==> src/rtl/core_pkg.sv <==
// Shared definitions for the 8-bit core: opcodes, sequencer states and
// instruction field positions.
package core_pkg;

    localparam logic [1:0] OP_LI   = 2'b00;
    localparam logic [1:0] OP_ADDI = 2'b01;
    localparam logic [1:0] OP_ILL  = 2'b10;
    localparam logic [1:0] OP_J    = 2'b11;

    localparam int RD_MSB  = 5;
    localparam int RD_LSB  = 3;
    localparam int IMM_MSB = 2;
    localparam int IMM_LSB = 0;

    typedef enum logic [2:0] {
        S_FETCH,
        S_DECODE,
        S_EXEC,
        S_WAIT,
        S_HALT
    } state_t;

endpackage

==> src/rtl/pc_sequencer_if.sv <==
// Fetch/write-back bus between the sequencer (master) and the core environment
// (instruction memory, register file, run/step controls).
interface pc_sequencer_if #(parameter int PC_W = 8);
    logic            run;
    logic            step;
    logic [7:0]      inst_code;
    logic            wb_ready;
    logic [PC_W-1:0] pc_out;
    logic            rf_we;
    logic [2:0]      rf_waddr;
    logic [7:0]      rf_imm;
    logic            rf_add;
    logic            halted;
    logic            illegal;

    modport master (
        input  run, step, inst_code, wb_ready,
        output pc_out, rf_we, rf_waddr, rf_imm, rf_add, halted, illegal
    );

    modport slave (
        output run, step, inst_code, wb_ready,
        input  pc_out, rf_we, rf_waddr, rf_imm, rf_add, halted, illegal
    );
endinterface

==> src/rtl/pc_sequencer_inst_decoder.sv <==
// Combinational field extraction for one instruction byte.
module inst_decoder
    import core_pkg::*;
#(
    parameter int PC_W = 8
) (
    input  logic [7:0]      i_ir,
    output logic [1:0]      o_op,
    output logic [2:0]      o_rd,
    output logic [7:0]      o_imm,
    output logic [PC_W-1:0] o_tgt
);
    assign o_op  = i_ir[7:6];
    assign o_rd  = i_ir[RD_MSB:RD_LSB];
    assign o_imm = {{5{i_ir[IMM_MSB]}}, i_ir[IMM_MSB:IMM_LSB]};
    // Jump target is the whole low 6 bits, overlapping rd and imm.
    assign o_tgt = PC_W'(i_ir[5:0]);
endmodule

==> src/rtl/pc_sequencer.sv <==
// Fetch/decode/execute controller: owns the PC, the instruction register and
// the registered register-file write port.
module pc_sequencer
    import core_pkg::*;
#(
    parameter int PC_W      = 8,
    parameter int MEM_DEPTH = 8
) (
    input logic            clk,
    input logic            reset,
    pc_sequencer_if.master bus
);
    localparam logic [PC_W:0] MEM_END = (PC_W+1)'(MEM_DEPTH);

    state_t          r_state;
    logic [7:0]      r_ir;
    logic [PC_W-1:0] r_pc;
    logic            r_we;
    logic [2:0]      r_waddr;
    logic [7:0]      r_imm;
    logic            r_add;
    logic            r_halted;
    logic            r_ill;

    logic [1:0]      w_op;
    logic [2:0]      w_rd;
    logic [7:0]      w_imm;
    logic [PC_W-1:0] w_tgt;
    logic            w_end;

    inst_decoder #(.PC_W(PC_W)) u_dec (
        .i_ir  (r_ir),
        .o_op  (w_op),
        .o_rd  (w_rd),
        .o_imm (w_imm),
        .o_tgt (w_tgt)
    );

    // Extra bit lets MEM_DEPTH = 2^PC_W mean "never ends, PC wraps".
    assign w_end = {1'b0, r_pc} >= MEM_END;

    always_ff @(posedge clk or posedge reset) begin
        if (reset) begin
            r_state  <= S_FETCH;
            r_ir     <= '0;
            r_pc     <= '0;
            r_we     <= 1'b0;
            r_waddr  <= '0;
            r_imm    <= '0;
            r_add    <= 1'b0;
            r_halted <= 1'b0;
            r_ill    <= 1'b0;
        end else begin
            case (r_state)
                S_FETCH: begin
                    if (w_end) begin
                        r_halted <= 1'b1;
                        r_state  <= S_HALT;
                    end else if (bus.run || bus.step) begin
                        r_ir    <= bus.inst_code;
                        r_state <= S_DECODE;
                    end
                end
                S_DECODE: begin
                    r_waddr <= w_rd;
                    r_imm   <= w_imm;
                    r_add   <= (w_op == OP_ADDI);
                    if (w_op == OP_ILL) begin
                        r_ill    <= 1'b1;
                        r_halted <= 1'b1;
                        r_state  <= S_HALT;
                    end else begin
                        r_we    <= (w_op != OP_J);
                        r_state <= S_EXEC;
                    end
                end
                S_EXEC, S_WAIT: begin
                    if (w_op == OP_J) begin
                        r_pc    <= w_tgt;
                        r_state <= S_FETCH;
                    end else if (bus.wb_ready) begin
                        r_we    <= 1'b0;
                        r_pc    <= r_pc + PC_W'(1);
                        r_state <= S_FETCH;
                    end else begin
                        r_state <= S_WAIT;
                    end
                end
                S_HALT:  r_state <= S_HALT;
                default: r_state <= S_HALT;
            endcase
        end
    end

    assign bus.pc_out   = r_pc;
    assign bus.rf_we    = r_we;
    assign bus.rf_waddr = r_waddr;
    assign bus.rf_imm   = r_imm;
    assign bus.rf_add   = r_add;
    assign bus.halted   = r_halted;
    assign bus.illegal  = r_ill;
endmodule

==> src/flat_wrapper.sv <==
// flat-port wrapper written by rule: the top's interface ports become plain ports
module pc_sequencer_flat import core_pkg::*;
#(
    parameter int PC_W      = 8,
    parameter int MEM_DEPTH = 8
)
  (clk, reset, bus_run, bus_step, bus_inst_code, bus_wb_ready, bus_pc_out, bus_rf_we, bus_rf_waddr, bus_rf_imm, bus_rf_add, bus_halted, bus_illegal);
  pc_sequencer_if #(.PC_W(PC_W)) bus_i ();
  input logic clk;
  input logic reset;
  input wire logic [$bits(bus_i.run)-1:0] bus_run;
  input wire logic [$bits(bus_i.step)-1:0] bus_step;
  input wire logic [$bits(bus_i.inst_code)-1:0] bus_inst_code;
  input wire logic [$bits(bus_i.wb_ready)-1:0] bus_wb_ready;
  output wire logic [$bits(bus_i.pc_out)-1:0] bus_pc_out;
  output wire logic [$bits(bus_i.rf_we)-1:0] bus_rf_we;
  output wire logic [$bits(bus_i.rf_waddr)-1:0] bus_rf_waddr;
  output wire logic [$bits(bus_i.rf_imm)-1:0] bus_rf_imm;
  output wire logic [$bits(bus_i.rf_add)-1:0] bus_rf_add;
  output wire logic [$bits(bus_i.halted)-1:0] bus_halted;
  output wire logic [$bits(bus_i.illegal)-1:0] bus_illegal;
  assign bus_i.run = bus_run;
  assign bus_i.step = bus_step;
  assign bus_i.inst_code = bus_inst_code;
  assign bus_i.wb_ready = bus_wb_ready;
  assign bus_pc_out = bus_i.pc_out;
  assign bus_rf_we = bus_i.rf_we;
  assign bus_rf_waddr = bus_i.rf_waddr;
  assign bus_rf_imm = bus_i.rf_imm;
  assign bus_rf_add = bus_i.rf_add;
  assign bus_halted = bus_i.halted;
  assign bus_illegal = bus_i.illegal;
  pc_sequencer #(.PC_W(PC_W), .MEM_DEPTH(MEM_DEPTH)) u_core (.clk(clk), .reset(reset), .bus(bus_i));
endmodule
==> config.mk <==
export PLATFORM = sky130hd
export DESIGN_NAME = pc_sequencer_flat
export DESIGN_NICKNAME = d
export VERILOG_FILES = /design/src/rtl/core_pkg.sv /design/src/rtl/pc_sequencer_if.sv /design/src/rtl/pc_sequencer_inst_decoder.sv /design/src/rtl/pc_sequencer.sv /design/src/flat_wrapper.sv
export SDC_FILE = /design/constraint.sdc
export NUM_CORES = 1
export LEC_CHECK = 0
export CAP_MARGIN = 20
export CORE_UTILIZATION = 50
export CTS_CLUSTER_DIAMETER = 120
export DETAILED_ROUTE_END_ITERATION = 16
export DONT_BUFFER_PORTS = 1
export GPL_TIMING_DRIVEN = 0
export SLEW_MARGIN = 10
export SYNTH_ARGS = -nofsm -noshare
export SYNTH_HDL_FRONTEND = slang
export SYNTH_SLANG_ARGS = --single-unit
==> constraint.sdc <==
create_clock -name clk -period 3.2 [get_ports clk]
set_input_delay 0.8 -clock clk [delete_from_list [all_inputs] [get_ports clk]]
set_output_delay 0.8 -clock clk [all_outputs]
set_load 0.02 [all_outputs]
After elaboration in Yosys (flattened, before gate mapping)
Cells that the tools add are included.
{ "classes": {"addsub": 1, "n_lt_le_gt_ge": 1, "eq_ne": 13, "n_mux": 15, "bitwise_logic": 1, "n_reduce_logical": 11} }
{ "ops": {"columns": ["op", "count"], "rows": [
  ["$mux 8", 2],
  ["$mux 3", 4],
  ["$pmux 3 s3", 1],
  ["$add 8x1->8 const B", 1],
  ["$ge 8x4->1 const B", 1],
  ["$ne 2x2->1 const B", 4],
  ["$eq 3x2->1 const B", 2],
  ["$reduce_and 3->1", 2],
  ["$reduce_bool 2->1", 3],
  ["$mux 1", 5],
  ["$eq 2x2->1 const B", 2],
  ["$ne 2x1->1 const B", 2],
  ["$pmux 1 s2", 2],
  ["$reduce_and 2->1", 2],
  ["$reduce_and 4->1", 1],
  ["$eq 3x1->1 const B", 1],
  ["$logic_not 3->1", 1],
  ["$ne 3x1->1 const B", 1],
  ["$eq 2x1->1 const B", 1],
  ["$mux 2", 1],
  ["$reduce_or 2->1", 1],
  ["$logic_or 1x1->1", 1],
  ["$not 1->1", 1]
]} }
{ "word_totals": {"reg_bits": 29, "inputBits": 13, "output_inout_bits": 23, "word_cells": 51} }

Logic depth before layout (Yosys ltp)
Gate-level depths: netlist of the first run.
{ "logic_depth": {"ltp_word": 4, "mapped_depth": 6, "depth_no_buf": 4} }

By module
A second synthesis of the first run with hierarchy kept.
{ "unflattened": {"hier_cells": 178, "area_unflattened_um2": 1731.7} }
{ "modules_own_cells": {"columns": ["module", "instances", "cells_per_inst", "area_per_inst_um2", "seq_area_each_um2"], "rows": [
  ["pc_sequencer", 1, 156, 1570.3, 850.8],
  ["inst_decoder", 1, 22, 161.4, 0.0]
]} }

Worst setup path after synthesis of the first run
No wires, ideal clock.
{ "synth_timing": {"kind": "register -> register", "startpoint": "register u_core.r_pc[6], in the netlist u_core.bus.pc_out[6]", "endpoint": "register u_core.r_ir[0]", "setup_ps": 125, "t_arrival_ps": 1613, "t_required_ps": 3075, "setup_slack_ps": 1462, "stages_incl_launch_ff": 5, "path_buffers": 0, "period_less_slack_ps": 1738, "path_cell_list": "dfrtp_1 -> nor3_1 -> nand2_1 -> nor4_4 -> mux2_2"} }
{ "synth_between": {"elab_chain_len": 3} }
{ "synth_lines": {"columns": ["element", "line_no", "source"], "rows": [
  ["start, declared", "pc_sequencer.sv:17", "logic [PC_W-1:0] r_pc;"],
  ["start signal, assigned", "pc_sequencer.sv:79", "r_pc <= w_tgt;"],
  ["start signal, assigned", "pc_sequencer.sv:83", "r_pc <= r_pc + PC_W'(1);"],
  ["$ge 8x4->1", "pc_sequencer.sv:40", "assign w_end = {1'b0, r_pc} >= MEM_END;"],
  ["$not 1->1 (no source line)", null, null],
  ["$reduce_and 3->1 (no source line)", null, null],
  ["end signal, assigned", "pc_sequencer.sv:60", "r_ir <= bus.inst_code;"],
  ["end, declared", "pc_sequencer.sv:16", "logic [7:0] r_ir;"]
]} }
Every way passes these cells.
A chain may end at the register's enable or synchronous reset.

Final worst setup path of the first run
{ "layout_timing": {"startpoint": "register u_core.r_pc[6], in the netlist u_core.bus.pc_out[6]", "endpoint": "register u_core.r_ir[6]"} }
The elaborated chain is that of the path after synthesis.

==> flow_summary.ini, run 1 <==
[min_path]
hold_path_class = input port to asynchronous set/reset pin

[setup_path]
startpoint_type = flop
cp-end-kind = flop
critPathMaxStageDelay_ns = 0.59
critPathBufInv = 0
cp_cell_sequence = nor3_1 -> nand2_1 -> nor4_4 -> mux2_2
path_delay_family = simple AND/OR/NAND/NOR gates
cp_slowest_cell = nor4_4
path_max_fanout = 8
cp.required_ns = 3.41
arrival_ns = 2.19
path_class = flop to flop

[detailed_routing]
route.detailed.drc = 0
dr.pass1.iters = 4
drt_iter0_markers = 20
routed_wl_um = 2690
ant_nets = 0
vias = 977
wl_per_cell_um = 16.1
avgViaCountPerCell = 5.85

[timing]
slew_headroom_pct = 59.5
max_freq_mhz = 503
rsz0062_at_grt = no
period_needed_ns = 1.99
layout_setup_ws_ns = 1.21
setup_violations = 0
worstMarginPinSlew_ns = 0.603
hold_viol = 0
post-route-period-util_pct = 62.1
fin_setup_tns_ns = 0
clock_skew_ns = 0.0113
drv_slew = 0

[pwr]
power.density_mw_per_mm2 = 501
p_leak_nw = 0.657
peakVddDrop_v = 0.000405

[logic_synthesis]
ys.flop_type = dfrtp_1
synth.top_cells.by_area = dfrtp_1, mux2_2, o21ai_0, buf_4, nand2_1
syn-cell-area_mm2 = 0.00140
synth_cell_type_count = 35
synth_edf_count = 0
synthArstFlopShare_pct = 100
synth_warnings = 0
synth_top_area_cell = dfrtp_1
synth_seq_area_share_pct = 51.9
syn_inst = 128
synth.top_cell.area_share_pct = 51.9
syn-num-nets = 143
ys_ff_latch = 29
avgSynthCellArea_um2 = 10.9

[final_layout]
diodes = 0
nets = 151
area_delta_synth_final_pct = 9.66
drive_gt1_share_pct = 24.1
multi_input_area_um2 = 606
fillCellCount = 221
fin_util_pct = 59.7
final_cells = 167
regArea_um2 = 726

[cts]
cts.hold.buffers_added = 0
clock_latency_ns = 0.32
clk_path_buf_depth = 2
cts_tree = done
path_clk_slew_ns = 0.10
root_buffer = clkbuf_4
h-tree-depth = 2
cts_made_buffers = 5
post-cts-setup-buffers = 0
ctsResizeCount = 0
cts_sinks = 29

[die]
core_mm2 = 0.00257
die_x_um = 54.9
start_util_pct = 54.5
ios = 36
row_count = 18
dieArea_mm2 = 0.00301
die_h_um = 54.9

[placement]
portBuffers = 0
pre_cts_slack_ns = 1.19
dp.cells = 158
gp_congestion = 0.787
dp_hpwl_um = 1880

[status]
outcome = finished, final reports clean

[grt]
globalRouteOverflowTotal = 0
antenna_found_initial = 0
grt_max_degree = 30
grt_pass1_vias = 929
grt_pass1_wl_um = 4160
track_usage_pct = 21.1

[flow_run]
cap_violations = 0
[cell usage in the layout, fill, tap and decap left out, types with 2 or more instances in the layout]
cell and count:
clkbuf_4 5, nand2_1 11, o21ai_0 11, nand2b_1 3
o21bai_1 3, inv_1 2, clkbuf_8 2, nand4_1 2
o22ai_1 2, ha_1 2, o31ai_1 2, buf_4 6
mux2_2 14, a2bb2oi_1 2, clkbuf_1 3, a31oi_1 2
a21oi_1 4, dfrtp_1 29, nor2_1 8, nand3_1 4
[where the power goes]
part / leakage [nW] / switching, mW / total, mW / internal [mW]
clock: 0.0413 / 0.125 / 0.252 / 0.127
sequential: 0.363 / 0.0459 / 0.437 / 0.391
combinational: 0.253 / 0.0388 / 0.0787 / 0.0399
total: 0.657 / 0.210 / 0.768 / 0.558
[worst register-to-register path, delay by kind of cell, from the launching register on]
kind,cells,cell delay (ns)
simple gates,3,0.95
mux,1,0.40
flops,1,0.52
[layer usage]
| metal | GRT usage [%] | up-vias | part of all wire [%] |
|---|---|---|---|
| met4 | 14.2 | 0 | 1.7 |
| met1 | 27.0 | 469 | 48 |
| met5 | 0 | - | 0 |
| li1 | - | 474 | - |
| met2 | 29.1 | 29 | 44 |
| met3 | 8.20 | 5 | 6.7 |
[area by class of cell]
type	count	area share (%)
clock inverters	1	0.326
flip-flops and latches	29	47.3
well taps	30	2.45
plain buffers	9	3.67
repair buffers	1	1.79
clock buffers	7	4.24
multi-input cells	87	39.5
inverters	3	0.734
[cells by family after synthesis]
family                   synth area share, %
AO/OA/AOI/OAI                           14.5
XOR/XNOR                               0.626
adder cells (fa/ha/maj)                 1.79
buffers and inverters                   4.83
flip-flops                              51.9
multiplexers                            12.0
AND/OR/NAND/NOR                         14.4
[metrics by stage]
stage	power [mW]	area, µm²	hold WS, ns
2_1_floorplan	0.504	1400	0.484
3_3_place_gp	0.517	1440	0.527
3_5_place_dp	0.521	1440	0.540
4_1_cts	0.774	1510	0.551
5_1_grt	0.806	1530	0.334
6_report	0.768	1530	0.334
[cells in the mapped netlist, types with 2 or more instances]
cell type / instances
inv_1: 3
mux2_2: 14
a2bb2oi_1: 2
nand2b_1: 3
nor2_1: 8
nand3_1: 4
ha_1: 2
a31oi_1: 2
o31ai_1: 2
o21ai_0: 11
a21oi_1: 4
dfrtp_1: 29
buf_4: 6
nand2_1: 11
nand4_1: 2
o21bai_1: 3
o22ai_1: 2
clkbuf_1: 3
[final timing paths]
kind,start,to,slack [ns],cells past startpoint
max,u_core.bus.pc_out[6],u_core.r_ir[6],1.21,4
min,reset,u_core.bus.pc_out[5],0.33,1
max reg2reg,u_core.bus.pc_out[6],u_core.r_ir[6],1.21,4
min reg2reg,u_core.r_state[2],u_core.r_state[0],0.55,1
max in group asynchronous,reset,u_core.bus.rf_imm[1],2.45,2
min in group clk,u_core.r_state[2],u_core.r_state[0],0.55,1
[flip-flops by register name, summed over array words and instances, names as in the netlist]
signal / cells
u_core.bus.rf_imm: 3
u_core.bus.rf_we: 1
u_core.bus.halted: 1
u_core.bus.illegal: 1
u_core.r_state: 3
u_core.r_ir: 8
u_core.bus.pc_out: 8
u_core.bus.rf_waddr: 3
u_core.bus.rf_add: 1
Power figures use the tool's default switching activity.
==> run 2, diff against run 1 <==
ABC_AREA = 1   (was unset)
clock period = 2 ns   (was 3.2 ns; I/O delays follow)
==> run 2 against run 1 <==
  * Setup slack lost 0.80 ns
  * Final area rose by 3.6%
  * Core utilization shrank 2.1 points
  * Sequential power increased by 150%
  * Final cell count rose by 34%
  * Highest routed layer unchanged
  * Hold slack worse by 0.24 ns
  * Flip-flop and latch count stayed put
  * Critical endpoint is now bus_rf_imm[6]
  * Critical path type is now flop to output port
  * Clock power rose by 41%
  * First-iteration DRC count rose to 2.6 times the previous value
==> flow_summary.ini, run 2 <==
[cts]
cts_sinks = 29
h-tree-depth = 2
root_buffer = clkbuf_4
cts_tree = done
clock_latency_ns = 0.32
path_clk_slew_ns = 0.09
clk_path_buf_depth = 2
cts_made_buffers = 5
cts.hold.buffers_added = 0
post-cts-setup-buffers = 0
ctsResizeCount = 0

[grt]
grt_pass1_vias = 1090
antenna_found_initial = 0
track_usage_pct = 20.5
grt_pass1_wl_um = 4920
grt_max_degree = 20
globalRouteOverflowTotal = 0

[final_layout]
mostFrequentLayoutCell = nand2_1
regArea_um2 = 726
diodes = 0
mostFrequentLayoutCells = nand2_1, dfrtp_1, inv_1, nand3_1
area_delta_synth_final_pct = 8.27
nets = 208
fin_util_pct = 57.6
drive_gt1_share_pct = 11.9
multi_input_area_um2 = 613
fillCellCount = 265

[pwr]
peakVddDrop_v = 0.00106
p_int_mw = 1.17
power.density_mw_per_mm2 = 1280
p_leak_nw = 0.830
comb_power_share_pct = 29.2
seq_power_share_pct = 53.4
p_switching_uw = 866
clkPwrFrac_pct = 17.4
switching_share_pct = 42.6

[timing]
period_needed_ns = 1.59
drv_slew = 0
rsz0062_at_grt = no
setup_violations = 0
clock_skew_ns = 0.00944
max_freq_mhz = 630
fin_setup_tns_ns = 0
slew_headroom_pct = 64.6
timing.hold.ws_ns = 0.0982
post-route-period-util_pct = 79.3
hold_viol = 0
worstMarginPinSlew_ns = 0.530

[setup_path]
critPathBufInv = 1
cp_cell_sequence = buf_4
path_class = flop to output port
critPathMaxStageDelay_ns = 0.56
cp_slowest_cell = dfrtp_1
startpoint_type = flop
arrival_ns = 1.09
cp-end-kind = output port
path_delay_family = flip-flops
path_max_fanout = 7
cp.required_ns = 1.50

[detailed_routing]
avgViaCountPerCell = 5.20
routed_wl_um = 2880
vias = 1165
ant_nets = 0
route.detailed.drc = 0
drt_iter0_markers = 52
dr.pass1.iters = 4
wl_per_cell_um = 12.8

[die]
ios = 36
die_x_um = 56.2
core_mm2 = 0.00276
start_util_pct = 53.2
row_count = 19
die_h_um = 56.2
dieArea_mm2 = 0.00316

[logic_synthesis]
synth_warnings = 0
avgSynthCellArea_um2 = 7.93
synth_seq_area_share_pct = 49.4
syn-cell-area_mm2 = 0.00147
synth.top_cell.area_share_pct = 49.4
synth.top_cells.by_area = dfrtp_1, nand2_1, nand3_1, inv_1, o21ai_0
yosysMostFrequentCell = nand2_1
synth_cell_type_count = 24
syn-num-nets = 200
synth_top_area_cell = dfrtp_1
syn_inst = 185
synth_common_cells = nand2_1, dfrtp_1, inv_1, nand3_1
ys.flop_type = dfrtp_1
synth_edf_count = 0
ys_ff_latch = 29
synthArstFlopShare_pct = 100

[placement]
gp_congestion = 0.787
portBuffers = 0
dp_hpwl_um = 2110

[status]
outcome = finished, final reports clean

[min_path]
hold_path_class = input port to asynchronous set/reset pin

[flow_run]
cap_violations = 0
## run 2: changes by cell type after synthesis, moves of 3 or more
cell	change
a21oi_1	-3
clkbuf_1	-3
inv_1	+16
mux2_2	-14
nand2_1	+59
nand2b_1	-3
nand3_1	+14
o21bai_1	-3
## run 2: metrics by stage
step,instances,worst slack [ns],power [mW],area (µm²)
floorplan,185,0.704,1.56,1470
global placement,216,0.548,1.67,1510
detailed placement,217,0.535,1.70,1530
CTS,224,0.386,2.06,1590
global route,224,0.349,2.18,1590
finish,224,0.413,2.03,1590
## run 2: final timing paths
| path | startpoint | to | slack, ns | depth (start not counted) |
|---|---|---|---|---|
| min in group clk | bus_inst_code[1] | u_core.r_ir[1] | 0.32 | 2 |
| hold reg to reg | u_core.r_state[2] | u_core.r_state[2] | 0.48 | 2 |
| hold / removal | reset | u_core.bus.pc_out[3] | 0.1 | 1 |
| setup / recovery | u_core.bus.rf_imm[2] | bus_rf_imm[6] | 0.41 | 1 |
| setup reg to reg | u_core.bus.pc_out[4] | u_core.r_ir[7] | 0.50 | 6 |
| max in group asynchronous | reset | u_core.bus.halted | 1.42 | 2 |
## run 2: layer usage
metal / vias to the layer above / GRT usage (%) / wire length (µm)
li1: 589 / - / -
met1: 538 / 25.8 / 1310
met2: 36 / 31.8 / 1370
met3: 2 / 7.91 / 182
met4: 0 / 7.67 / 17
met5: - / 0 / 0
## run 2: logic make-up after synthesis
logic type	count (synthesis)	synth area share (%)
AOI/OAI and AO/OA	18	7.67
xor gates and xnor gates	2	1.19
adders and majority gates	2	1.70
buffers and inverters	28	8.78
DFF	29	49.4
and+or+nand+nor	106	31.2
## run 2: power by group through the flow
stage,sequential (mW),clock (mW),combinational (mW)
after global placement,1.09,0,0.581
after global routing,1.11,0.391,0.679
after CTS,1.09,0.373,0.599
after floorplan,1.06,0,0.505
final,1.09,0.355,0.593
after detailed placement,1.10,0,0.596
## run 2: layout make-up
| cell class | count | area share (%) |
|---|---|---|
| timing repair buffer | 1 | 1.73 |
| buffer | 8 | 3.23 |
| tap | 31 | 2.44 |
| multi-input combinational | 128 | 38.6 |
| clock buffer | 7 | 3.46 |
| inverter | 20 | 4.88 |
| sequential | 29 | 45.7 |
